### config.mk
export PLATFORM = sky130hd
export DESIGN_NAME = matrix_op_scheduler
export DESIGN_NICKNAME = d
export VERILOG_FILES = /design/src/rtl/matrix_op_scheduler.sv
export SDC_FILE = /design/constraint.sdc
export NUM_CORES = 1
export LEC_CHECK = 0
export ABC_AREA = 0
export ABC_CLOCK_PERIOD_IN_PS = 4500
export CAP_MARGIN = 20
export CORE_MARGIN = 10
export CORE_UTILIZATION = 53
export DETAILED_ROUTE_END_ITERATION = 16
export PLACE_DENSITY_LB_ADDON = 0.2
export SLEW_MARGIN = 20
export SYNTH_ARGS = -nofsm -noshare
export SYNTH_HDL_FRONTEND = slang
export SYNTH_SLANG_ARGS = --single-unit
### constraint.sdc
create_clock -name clk -period 4.5 [get_ports clk]
set_clock_uncertainty 0.05 [all_clocks]
set_input_delay 1.35 -clock clk [delete_from_list [all_inputs] [get_ports clk]]
set_output_delay 1.35 -clock clk [all_outputs]
set_load 0.02 [all_outputs]
### src/rtl/matrix_op_scheduler.sv
// Serialises access to matrix storage among input, display and compute requesters
// and sequences storage strobes, the ALU handshake and an inactivity watchdog.
module matrix_op_scheduler #(
  parameter int SEARCH_CYC = 13,
  parameter int TIMEOUT    = 50000,
  parameter int TO_W       = 16
) (
  input  logic       clk,
  input  logic       rst,
  input  logic       req_input,
  input  logic       req_disp,
  input  logic       req_calc,
  input  logic [2:0] in_m,
  input  logic [2:0] in_n,
  input  logic [3:0] disp_id,
  input  logic [4:0] disp_len,
  input  logic [3:0] op_a_id,
  input  logic [3:0] op_b_id,
  input  logic [2:0] res_m,
  input  logic [2:0] res_n,
  input  logic       wr_strobe,
  input  logic       disp_ready,
  input  logic       alu_done,
  input  logic       storage_error,
  output logic       gnt_input,
  output logic       gnt_disp,
  output logic       gnt_calc,
  output logic       start_input,
  output logic       start_disp,
  output logic       load_operands,
  output logic       op_done,
  output logic       write_en,
  output logic       read_en,
  output logic [2:0] dim_m,
  output logic [2:0] dim_n,
  output logic [3:0] matrix_id_in,
  output logic [3:0] operand_a_id,
  output logic [3:0] operand_b_id,
  output logic       alu_start,
  output logic [4:0] res_idx,
  output logic       busy,
  output logic       done,
  output logic       err,
  output logic [2:0] state_dbg
);

  localparam int SC_W = $clog2(SEARCH_CYC + 1);
  localparam logic [SC_W-1:0] SRCH_LAST = SC_W'(SEARCH_CYC - 1);
  localparam logic [TO_W-1:0] WD_LAST   = TO_W'(TIMEOUT - 1);

  typedef enum logic [2:0] {
    IDLE, WR_SETUP, WR_DATA, RD_DATA, LOAD, CALC, STORE
  } state_t;

  state_t          state;
  logic [1:0]      last;
  logic            bad_pend;
  logic [SC_W-1:0] cyc;
  logic [4:0]      elem;
  logic [4:0]      len_q;
  logic [2:0]      rm_q, rn_q;
  logic [TO_W-1:0] wd;

  logic [4:0] wr_total, res_total;
  logic [3:0] reqv;
  logic [1:0] c0, c1, pick;
  logic       any_req, input_ok, disp_ok, progress, abort;

  assign wr_total  = {2'b00, dim_m} * {2'b00, dim_n};
  assign res_total = {2'b00, rm_q} * {2'b00, rn_q};
  assign input_ok  = (in_m != 3'd0) && (in_m <= 3'd5) && (in_n != 3'd0) && (in_n <= 3'd5);
  assign disp_ok   = (disp_len != 5'd0) && (disp_id <= 4'd9);

  assign write_en  = (state == WR_DATA) && wr_strobe && !storage_error;
  assign read_en   = (state == RD_DATA) && !start_disp && disp_ready && !storage_error;
  assign busy      = (state != IDLE);
  assign state_dbg = state;

  assign reqv    = {1'b0, req_calc, req_disp, req_input};
  assign any_req = |reqv;

  // Rotating priority: the two requesters after the last grant come first.
  always_comb begin
    c0 = (last == 2'd2) ? 2'd0 : last + 2'd1;
    c1 = (c0 == 2'd2) ? 2'd0 : c0 + 2'd1;
    if (reqv[c0])      pick = c0;
    else if (reqv[c1]) pick = c1;
    else               pick = last;
  end

  always_comb begin
    progress = 1'b0;
    case (state)
      WR_SETUP: progress = (cyc == SRCH_LAST);
      WR_DATA:  progress = write_en;
      RD_DATA:  progress = read_en;
      LOAD:     progress = (cyc == SC_W'(1));
      CALC:     progress = alu_done;
      STORE:    progress = !op_done || (cyc == SRCH_LAST);
      default:  progress = 1'b0;
    endcase
    abort = 1'b0;
    if (state != IDLE) begin
      if (storage_error && (state == WR_DATA || state == RD_DATA || state == STORE))
        abort = 1'b1;
      if (!progress && (wd == WD_LAST))
        abort = 1'b1;
    end
  end

  always_ff @(posedge clk) begin
    if (rst) begin
      state         <= IDLE;
      last          <= 2'd2;
      bad_pend      <= 1'b0;
      cyc           <= '0;
      elem          <= '0;
      len_q         <= '0;
      rm_q          <= '0;
      rn_q          <= '0;
      wd            <= '0;
      gnt_input     <= 1'b0;
      gnt_disp      <= 1'b0;
      gnt_calc      <= 1'b0;
      start_input   <= 1'b0;
      start_disp    <= 1'b0;
      load_operands <= 1'b0;
      op_done       <= 1'b0;
      dim_m         <= '0;
      dim_n         <= '0;
      matrix_id_in  <= '0;
      operand_a_id  <= '0;
      operand_b_id  <= '0;
      alu_start     <= 1'b0;
      res_idx       <= '0;
      done          <= 1'b0;
      err           <= 1'b0;
    end else begin
      gnt_input <= 1'b0;
      gnt_disp  <= 1'b0;
      gnt_calc  <= 1'b0;
      done      <= 1'b0;
      err       <= 1'b0;
      if (abort) begin
        state         <= IDLE;
        err           <= 1'b1;
        start_input   <= 1'b0;
        start_disp    <= 1'b0;
        load_operands <= 1'b0;
        op_done       <= 1'b0;
        alu_start     <= 1'b0;
        res_idx       <= '0;
        cyc           <= '0;
        elem          <= '0;
        wd            <= '0;
      end else begin
        if (state == IDLE || progress) wd <= '0;
        else                           wd <= wd + 1'b1;
        case (state)
          IDLE: begin
            // A rejected grant holds off arbitration for the grant cycle, then reports err.
            bad_pend <= 1'b0;
            if (bad_pend) begin
              err <= 1'b1;
            end else if (any_req) begin
              last <= pick;
              cyc  <= '0;
              elem <= '0;
              case (pick)
                2'd0: begin
                  gnt_input <= 1'b1;
                  dim_m     <= in_m;
                  dim_n     <= in_n;
                  if (input_ok) begin
                    state       <= WR_SETUP;
                    start_input <= 1'b1;
                  end else begin
                    bad_pend <= 1'b1;
                  end
                end
                2'd1: begin
                  gnt_disp     <= 1'b1;
                  matrix_id_in <= disp_id;
                  len_q        <= disp_len;
                  if (disp_ok) begin
                    state      <= RD_DATA;
                    start_disp <= 1'b1;
                  end else begin
                    bad_pend <= 1'b1;
                  end
                end
                default: begin
                  gnt_calc      <= 1'b1;
                  operand_a_id  <= op_a_id;
                  operand_b_id  <= op_b_id;
                  state         <= LOAD;
                  load_operands <= 1'b1;
                end
              endcase
            end
          end
          WR_SETUP: begin
            if (cyc == SRCH_LAST) begin
              start_input <= 1'b0;
              state       <= WR_DATA;
            end else begin
              cyc <= cyc + 1'b1;
            end
          end
          WR_DATA: begin
            if (write_en) begin
              if (elem == wr_total - 5'd1) begin
                state <= IDLE;
                done  <= 1'b1;
              end else begin
                elem <= elem + 5'd1;
              end
            end
          end
          RD_DATA: begin
            start_disp <= 1'b0;
            if (read_en) begin
              if (elem == len_q - 5'd1) begin
                state <= IDLE;
                done  <= 1'b1;
              end else begin
                elem <= elem + 5'd1;
              end
            end
          end
          LOAD: begin
            load_operands <= 1'b0;
            if (cyc == SC_W'(1)) begin
              alu_start <= 1'b1;
              state     <= CALC;
              cyc       <= '0;
            end else begin
              cyc <= cyc + 1'b1;
            end
          end
          CALC: begin
            alu_start <= 1'b0;
            if (alu_done) begin
              rm_q    <= res_m;
              rn_q    <= res_n;
              state   <= STORE;
              op_done <= 1'b1;
              cyc     <= '0;
            end
          end
          STORE: begin
            if (op_done) begin
              if (cyc == SRCH_LAST) begin
                op_done <= 1'b0;
                res_idx <= '0;
              end else begin
                cyc <= cyc + 1'b1;
              end
            end else if (res_total == 5'd0 || res_idx == res_total - 5'd1) begin
              state   <= IDLE;
              done    <= 1'b1;
              res_idx <= '0;
            end else begin
              res_idx <= res_idx + 5'd1;
            end
          end
          default: state <= IDLE;
        endcase
      end
    end
  end

endmodule

==> flow_metrics.tcl, run 1 <==
set metrics [dict create \
    grt_first_pass_wirelength_um 16900 \
    wl_um 10200 \
    rr_worst_depth 10 \
    place_congestion 0.854 \
    slew_headroom_pct 52.1 \
    drt_iter0_drc 141 \
    arrival_ns 2.94 \
    slowest_delay_ns 0.60 \
    fmax_mhz 230 \
    gr-total-overflow 0 \
    hold_buffers 0 \
    criticalPathCategory "in -> out" \
    pwr-share-seq_pct 38.1 \
    hold_path_class "reg -> reg" \
    synth_mux_area_share_pct 7.22 \
    first_pass_iters 4 \
    crit_slowest_cell "clkdlybuf4s50_1" \
    grtUsageMet3_pct 3.36 \
    vias 3633 \
    rows 32 \
    fillerInstances 667 \
    multiInputGateArea_mm2 0.00252 \
    path_clk_slew_ns 0.08 \
    post-cts-setup-buffers 0 \
    yosys_warnings 0 \
    cp.required_ns 3.10 \
    fp.coreArea_mm2 0.00773 \
    dpl_cell_area_mm2 0.00503 \
    grtUsageMet2_pct 31.4 \
    max_cap_violations 0 \
    r2r-end "elem[4]" \
    cp-endpoint "read_en" \
    status "completed" \
    placement.io_buffers 76 \
    grt_max_degree 37 \
    yosysSeqAreaShare_pct 35.8 \
    nets 628 \
    pin_count 77 \
    clk_latency_ns 0.36 \
    pwr-share-clk_pct 20.2 \
    avgRoutedWirePerCell_um 15.1 \
    grt_pass1_vias 3541 \
    syn_nets 556 \
    synth_edf_count 0 \
    synthToLayoutAreaGrowth_pct 24.3 \
    drc 0 \
    globalRoute.busiestLayer "met2" \
    ys_seq_elements 75 \
    start_util_pct 54.3 \
    rsz0062_at_grt "false" \
    worstMarginPinSlew_ns 0.710 \
    post_drt_via_cell_ratio 5.38 \
    cts_sinks 75 \
    antenna_found_initial 0 \
    synth-xor-area-share_pct 8.06 \
    ant_nets 0 \
    endpoint_kind "output pin" \
    ir_worst_vdd_v 0.000262 \
    r2r-start "dim_m[0]" \
    layout_common_cells "nor2_1 (79), clkdlybuf4s50_1 (76), dfxtp_1 (75)" \
    p_switching_uw 905 \
    layout-drive-gt1-share_pct 6.28 \
    root_buffer "clkbuf_8" \
    stdcell_area_mm2 0.00521 \
    cts_tree "built" \
    synthSimpleGateAreaFrac_pct 24.9 \
    syn_inst 496 \
    layout_min_cycle_time_ns 4.34 \
    setup_viol 0 \
    leakagePower_uw 0.00199 \
    ff_latch_area_mm2 0.00150 \
    grt_use_total_pct 17.7 \
    dieArea_mm2 0.0119 \
    synthArstFlopShare_pct 0 \
    synth_top_family_by_area "simple AND/OR/NAND/NOR gates" \
    mostFrequentLayoutCell "nor2_1" \
    clock_path_buffers 2 \
    die-width_um 109 \
    finalCritPeriodShare_pct 96.4 \
    n_antenna_cell 0 \
    cp-start-kind "input port" \
    slew_violations 0 \
    reg2reg_slack_ns 0.86 \
    critPathMaxFanout 4 \
    met1_usage_pct 20.4 \
    synth.distinct_cells 63 \
    combPwrFrac_pct 41.7 \
    syn-cell-area_mm2 0.00419 \
    swShare_pct 38.7 \
    power_density_mw_per_mm2 449 \
    tns_ns 0 \
    internal-power_uw 1430 \
    synth_compound_area_share_pct 12.6 \
    crit_path_frequent_cell "clkdlybuf4s50_1" \
    die_h_um 109 \
    syn-mean-instance-area_um2 8.45 \
    crit_chain "clkdlybuf4s50_1 -> nor3b_1 -> and2_4 -> clkdlybuf4s50_1" \
    synth_ff_type "dfxtp_1" \
    hold_viol_final 0 \
    synth-adder-area-share_pct 7.28 \
    crit_start "storage_error" \
    htreeDepth 3 \
    dp_hpwl_um 7760 \
    cts-buffers-inserted 9 \
    post_cts_resized 0 \
]
-- cell type report --
cell class	count	share of cell area [%]
clock inverters	5	0.744
multi-input cells	378	48.4
inverters	25	1.80
repair buffers	79	15.0
clock buffers	11	2.71
flip-flops and latches	75	28.8
well taps	102	2.45
-- routing by layer --
layer | part of all wire [%] | wire length [um]
met3 | 4.4 | 443
met4 | 1.8 | 179
met2 | 52 | 5250
met5 | 0 | 0
met1 | 42 | 4290
-- cell usage after synthesis (3+ instances only) --
| cell type | n | area share (%) |
|---|---|---|
| nor3_1 | 14 | 1.7 |
| or2_2 | 4 | 0.60 |
| or3_1 | 3 | 0.45 |
| a31oi_1 | 5 | 0.75 |
| fa_1 | 4 | 1.9 |
| ha_1 | 18 | 5.4 |
| mux2i_1 | 28 | 6.7 |
| or3b_2 | 3 | 0.63 |
| o21ai_0 | 10 | 1.2 |
| xor2_1 | 18 | 3.8 |
| dfxtp_1 | 75 | 36 |
| and2_1 | 12 | 1.8 |
| a211oi_1 | 4 | 0.72 |
| nand2_1 | 47 | 4.2 |
| nor3b_1 | 3 | 0.54 |
| xnor2_1 | 18 | 3.8 |
| nor2b_1 | 6 | 0.90 |
| and3_1 | 7 | 1.0 |
| nand4_1 | 4 | 0.60 |
| nand3_1 | 16 | 1.9 |
| nor2_1 | 79 | 7.1 |
| clkbuf_1 | 10 | 0.90 |
| a22oi_1 | 4 | 0.72 |
| nand3b_1 | 4 | 0.72 |
| buf_2 | 5 | 0.60 |
| a21oi_1 | 21 | 2.5 |
| inv_1 | 25 | 2.2 |
-- worst max-delay path: cells and delay by family --
kind,cells,cell delay (ns)
and+or+nand+nor,2,0.49
buffers and inverters,2,1.10
-- metrics by stage --
step | setup slack, ns | cells | hold WS, ns | utilization, % | total power [uW]
3_5_place_dp | 0.165 | 659 | 0.392 | 65.1 | 1880
5_1_grt | 0.00673 | 675 | 0.431 | 67.4 | 2490
4_1_cts | 0.165 | 675 | 0.411 | 67.4 | 2360
6_report | 0.161 | 675 | 0.410 | 67.4 | 2340
3_3_place_gp | 0.158 | 659 | 0.378 | 65.1 | 1850
2_1_floorplan | 1.04 | 496 | 0.368 | - | 1560
-- how the worst min path moves through the flow --
stage,depth (start not counted),to,from
floorplan,1,wd[0],wd[0]
global placement,1,wd[0],wd[0]
detailed placement,1,wd[0],wd[0]
CTS,1,wd[0],wd[0]
global route,1,wd[0],wd[0]
finish,1,wd[0],wd[0]
-- cells by family (layout without fill, tap and decap cells) --
kind of cell	after synthesis	after routing
and+or+nand+nor	216	216
DFF	75	75
AOI/OAI and AO/OA	73	73
buffers and inverters	43	120
xor gates and xnor gates	37	37
muxes	30	30
adders and majority gates	22	22
-- flip-flops by register name (all words and copies together), names as in the netlist, 2 cells and up --
register,flops
wd,16
elem,5
len_q,5
res_idx,5
cyc,4
matrix_id_in,4
operand_a_id,4
operand_b_id,4
dim_m,3
dim_n,3
rm_q,3
rn_q,3
state_dbg,3
last,2
-- power groups by stage --
stage	logic, uW	registers, uW	clock network [uW]
2_1_floorplan	617	940	0
3_3_place_gp	953	900	0
3_5_place_dp	977	905	0
4_1_cts	982	890	484
5_1_grt	1080	909	509
6_report	976	891	472
(Power assumes the default switching activity.)
==> inputs of run 2 (changes only) <==
--- a/config.mk
+++ b/config.mk
@@ -8,7 +8,6 @@
 export ABC_AREA = 0
 export ABC_CLOCK_PERIOD_IN_PS = 4500
 export CAP_MARGIN = 20
-export CORE_MARGIN = 10
 export CORE_UTILIZATION = 53
 export DETAILED_ROUTE_END_ITERATION = 16
 export PLACE_DENSITY_LB_ADDON = 0.2
==> run 2 against run 1 <==
The run now ends with design-rule violations left; total power grew 1.6%; critical path depth unchanged; wire length decreased by 8.0%; register-to-register slack gained 0.02 ns; final area rose by 0.43%; sequential share of layout area decreased by 0.12 points; clock-buffer cell count decreased by 1; combinational power is 1% lower; sequential power barely moved; flip-flop and latch count is the same; first-iteration DRC count is 12% lower; cell count is the same.
==> flow_metrics.tcl, run 2 (synthesis gave the netlist of run 1 again) <==
set metrics [dict create \
    gr-total-overflow 0 \
    grt_max_degree 37 \
    r2r-start "dim_m[0]" \
    rows 32 \
    post_drt_via_cell_ratio 5.40 \
    synthToLayoutAreaGrowth_pct 24.8 \
    fp.coreArea_mm2 0.00769 \
    htreeDepth 3 \
    max_cap_violations 0 \
    path_clk_slew_ns 0.08 \
    criticalPathCategory "in -> out" \
    reg2reg_slack_ns 0.88 \
    nets 628 \
    dpl_cell_area_mm2 0.00503 \
    totalPowerFinal_uw 2380 \
    fillerInstances 664 \
    pin_count 77 \
    largest_reg_flops 16 \
    power_density_mw_per_mm2 454 \
    hold_buffers 0 \
    mostFrequentLayoutCell "nor2_1" \
    slew_headroom_pct 54.0 \
    first_pass_iters 10 \
    whs_endpoint "wd[0]" \
    wl_um 9350 \
    r2r-end "elem[4]" \
    clk_latency_ns 0.36 \
    stdcell_area_mm2 0.00523 \
    crit_path_frequent_cell "clkdlybuf4s50_1" \
    ant_nets 0 \
    avgRoutedWirePerCell_um 13.9 \
    post-cts-setup-buffers 0 \
    grt_use_total_pct 23.9 \
    die-width_um 90.9 \
    root_buffer "clkbuf_8" \
    cts_sinks 75 \
    finalCritPeriodShare_pct 97.0 \
    arrival_ns 2.96 \
    fin_util_pct 68.1 \
    failed_checks "design-rule violations" \
    slew_violations 0 \
    status "finished, violations left" \
    antenna_found_initial 0 \
    die_h_um 90.9 \
    fmax_mhz 229 \
    clock_path_buffers 2 \
    n_antenna_cell 0 \
    hold_viol_final 0 \
    setup_viol 0 \
    drc 1 \
    tns_ns 0 \
    rsz0062_at_grt "false" \
    drt_iter0_drc 124 \
    place_congestion 0.868 \
    layout_min_cycle_time_ns 4.36 \
    rr_worst_depth 11 \
    largest_register "wd" \
    worstMarginPinSlew_ns 0.681 \
    leakagePower_uw 0.00200 \
    cts-buffers-inserted 9 \
    endpoint_kind "output pin" \
    vias 3643 \
    cts_tree "built" \
    holdPathStages 1 \
    start_util_pct 54.5 \
    post_cts_resized 0 \
    slowest_delay_ns 0.61 \
    multiInputGateArea_mm2 0.00252 \
    grt_pass1_vias 3660 \
    critPathMaxFanout 4 \
    layout-drive-gt1-share_pct 6.46 \
    dp_hpwl_um 6990 \
    grt_first_pass_wirelength_um 16000 \
    placement.io_buffers 76 \
    cp.required_ns 3.10 \
    ir_worst_vdd_v 0.000240 \
    layout_common_cells "nor2_1 (79), clkdlybuf4s50_1 (76), dfxtp_1 (75)" \
    dieArea_mm2 0.00827 \
    ff_latch_area_mm2 0.00150 \
    hold_path_class "reg -> reg" \
    crit_slowest_cell "clkdlybuf4s50_1" \
    crit_chain "clkdlybuf4s50_1 -> nor3b_1 -> and2_4 -> clkdlybuf4s50_1" \
    hold_path.startpoint "wd[0]" \
    cp-start-kind "input port" \
]
run 2: cell count changes in the layout (fill, tap and decap cells not counted), sizes merged:
cell	previous run	this run
bufinv	0	1
clkbuf	11	10
run 2: report_power, final:
| group | internal, uW | total, uW | switching (uW) |
|---|---|---|---|
| sequential | 768 | 889 | 121 |
| combinational | 448 | 964 | 515 |
| clock | 271 | 524 | 253 |
| total | 1490 | 2380 | 890 |
run 2: how the worst max path moves through the flow:
stage | start | cells past startpoint | slack (ns) | end
6_report | storage_error | 4 | 0.14 | read_en
5_1_grt | storage_error | 4 | 0.07 | read_en
4_1_cts | storage_error | 4 | 0.13 | read_en
2_1_floorplan | dim_n[2] | 11 | 1.04 | elem[4]
3_3_place_gp | storage_error | 4 | 0.16 | read_en
3_5_place_dp | storage_error | 4 | 0.13 | read_en
run 2: layout make-up:
| class | count | area share [%] |
|---|---|---|
| Multi-Input combinational cell | 378 | 48.2 |
| Clock inverter | 6 | 1.24 |
| Inverter | 25 | 1.79 |
| Timing Repair Buffer | 79 | 15.0 |
| Tap cell | 102 | 2.44 |
| Sequential cell | 75 | 28.7 |
| Clock buffer | 10 | 2.63 |
run 2: critical path: cells and delay by family:
| kind | cells | cell delay, ns |
|---|---|---|
| buf+inv | 2 | 1.13 |
| simple gates | 2 | 0.48 |
run 2: routing by layer:
metal  vias up  track usage [%]  part of all wire [%]
met5         -                0                     0
met4         0             10.8                   2.3
met3        18             4.77                   3.7
met2        52             42.9                    51
met1      1721             27.1                    43
li1       1852                -                     -
run 2: stage by stage:
step           setup slack, ns  instances  hold slack (ns)
6_report                 0.135        675            0.402
3_3_place_gp             0.158        659            0.382
3_5_place_dp             0.133        659            0.390
2_1_floorplan             1.04        496            0.368
5_1_grt                 0.0717        675            0.429
4_1_cts                  0.130        675            0.408
==> inputs of run 3 (changes only) <==
--- a/config.mk
+++ b/config.mk
@@ -8,7 +8,9 @@
 export ABC_AREA = 0
 export ABC_CLOCK_PERIOD_IN_PS = 4500
 export CAP_MARGIN = 20
-export CORE_UTILIZATION = 53
+export CELL_PAD_IN_SITES_DETAIL_PLACEMENT = 1
+export CELL_PAD_IN_SITES_GLOBAL_PLACEMENT = 2
+export CORE_UTILIZATION = 31
 export DETAILED_ROUTE_END_ITERATION = 16
 export PLACE_DENSITY_LB_ADDON = 0.2
 export SLEW_MARGIN = 20
==> run 3 against run 2 <==
The run now ends clean; global-route usage fell by 6.1 points; highest routed layer unchanged; maximum frequency fell by 0.75%; final area rose by 4.4%; largest power group unchanged.
==> flow_metrics.tcl, run 3 (synthesis gave the netlist of run 1 again) <==
set metrics [dict create \
    grt_pass1_vias 3951 \
    cp-start-kind "input port" \
    cp_num_buf_inv 2 \
    power_density_mw_per_mm2 490 \
    cp.required_ns 3.10 \
    fillerInstances 1554 \
    grt_first_pass_wirelength_um 19700 \
    avgRoutedWirePerCell_um 15.5 \
    ff_latch_area_mm2 0.00150 \
    layout_common_cells "nor2_1 (79), clkdlybuf4s50_1 (76), dfxtp_1 (75)" \
    drt_iter0_drc 140 \
    first_pass_iters 4 \
    die_h_um 118 \
    fp.coreArea_mm2 0.0132 \
    crit_slowest_cell "clkdlybuf4s50_1" \
    leakagePower_uw 0.00207 \
    die-width_um 118 \
    layout-drive-gt1-share_pct 6.78 \
    htreeDepth 3 \
    hold_buffers 0 \
    place_congestion 0.788 \
    mostFrequentLayoutCell "nor2_1" \
    path_clk_slew_ns 0.06 \
    clock_path_buffers 2 \
    grt_max_degree 37 \
    crit_chain "clkdlybuf4s50_1 -> nor2b_1 -> and2_1 -> clkdlybuf4s50_1" \
    slowest_delay_ns 0.62 \
    max_cap_violations 0 \
    pin_count 77 \
    endpoint_kind "output pin" \
    post_drt_via_cell_ratio 4.95 \
    slew_headroom_pct 48.0 \
    post-cts-setup-buffers 0 \
    worstMarginPinSlew_ns 0.773 \
    drc 0 \
    layout_min_cycle_time_ns 4.40 \
    finalCritPeriodShare_pct 97.7 \
    fmax_mhz 227 \
    synthToLayoutAreaGrowth_pct 30.3 \
    multiInputGateArea_mm2 0.00252 \
    hold_path_class "reg -> reg" \
    tns_ns 0 \
    grt_use_total_pct 17.8 \
    whs_ns 0.402 \
    ant_nets 0 \
    post_cts_resized 0 \
    root_buffer "clkbuf_16" \
    clk_latency_ns 0.34 \
    cts-buffers-inserted 9 \
    start_util_pct 31.8 \
    ir_worst_vdd_v 0.000239 \
    antenna_found_initial 0 \
    nets 631 \
    cts_tree "built" \
    wl_um 11700 \
    largest_reg_flops 16 \
    dp_cells 736 \
    hold_viol_final 0 \
    dp_hpwl_um 8910 \
    crit_path_frequent_cell "clkdlybuf4s50_1" \
    setup_viol 0 \
    n_antenna_cell 0 \
    gr-total-overflow 0 \
    critPathMaxFanout 3 \
    dieArea_mm2 0.0140 \
    arrival_ns 3.00 \
    largest_register "wd" \
    criticalPathCategory "in -> out" \
    placement.io_buffers 76 \
    rsz0062_at_grt "false" \
    cts_sinks 75 \
    fin_cells 751 \
    path_delay_family "buffers and inverters" \
    vias 3718 \
    rows 42 \
    slew_violations 0 \
    status "completed" \
]
## run 3: area by class of cell
cell class	count	share of cell area (%)
timing repair buffer	82	14.8
tap	176	4.03
multi-input combinational	378	46.2
clock inverter	5	1.42
clock buffer	10	4.38
inverter	25	1.72
sequential	75	27.5
## run 3: power breakdown
part	switching, uW	internal (uW)
clock	276	495
sequential	130	769
combinational	546	457
total	953	1720
## run 3: metal layers
layer / GRT usage (%) / vias up / part of all wire [%] / routed length [um]
li1: - / 1860 / - / -
met1: 22.2 / 1798 / 46 / 5390
met2: 30.5 / 52 / 49 / 5740
met3: 4.49 / 8 / 3.5 / 414
met4: 4.57 / 0 / 0.99 / 116
met5: 0 / - / 0 / 0
## run 3: worst register-to-register path: stages, from the launching register on
cell      delay [ns]
dfxtp_1         0.41
nand2_1         0.09
ha_1            0.31
fa_1            0.51
fa_1            0.45
xnor2_1         0.22
xnor2_1         0.08
or4_1           0.46
o21bai_1        0.16
a31oi_1         0.27
nand4_1         0.22
mux2_2          0.34
## run 3: worst paths after layout
check                startpoint        to  slack, ns  cells past startpoint
setup / recovery  storage_error  write_en       0.10                      4
hold / removal            wd[0]     wd[0]       0.40                      1
setup reg to reg       dim_m[0]   elem[4]       0.83                     11
hold reg to reg           wd[0]     wd[0]       0.40                      1
## run 3: stage by stage
step                area, um^2  total power, uW  setup slack (ns)  util, %
finish                    5460             2670             0.102     41.4
global route              5460             2860            0.0117     41.4
CTS                       5460             2720            0.0988     41.4
detailed placement        5140             1930            0.0988     39.0
global placement          5140             1900             0.104     39.0
floorplan                 4190             1560              1.04        -
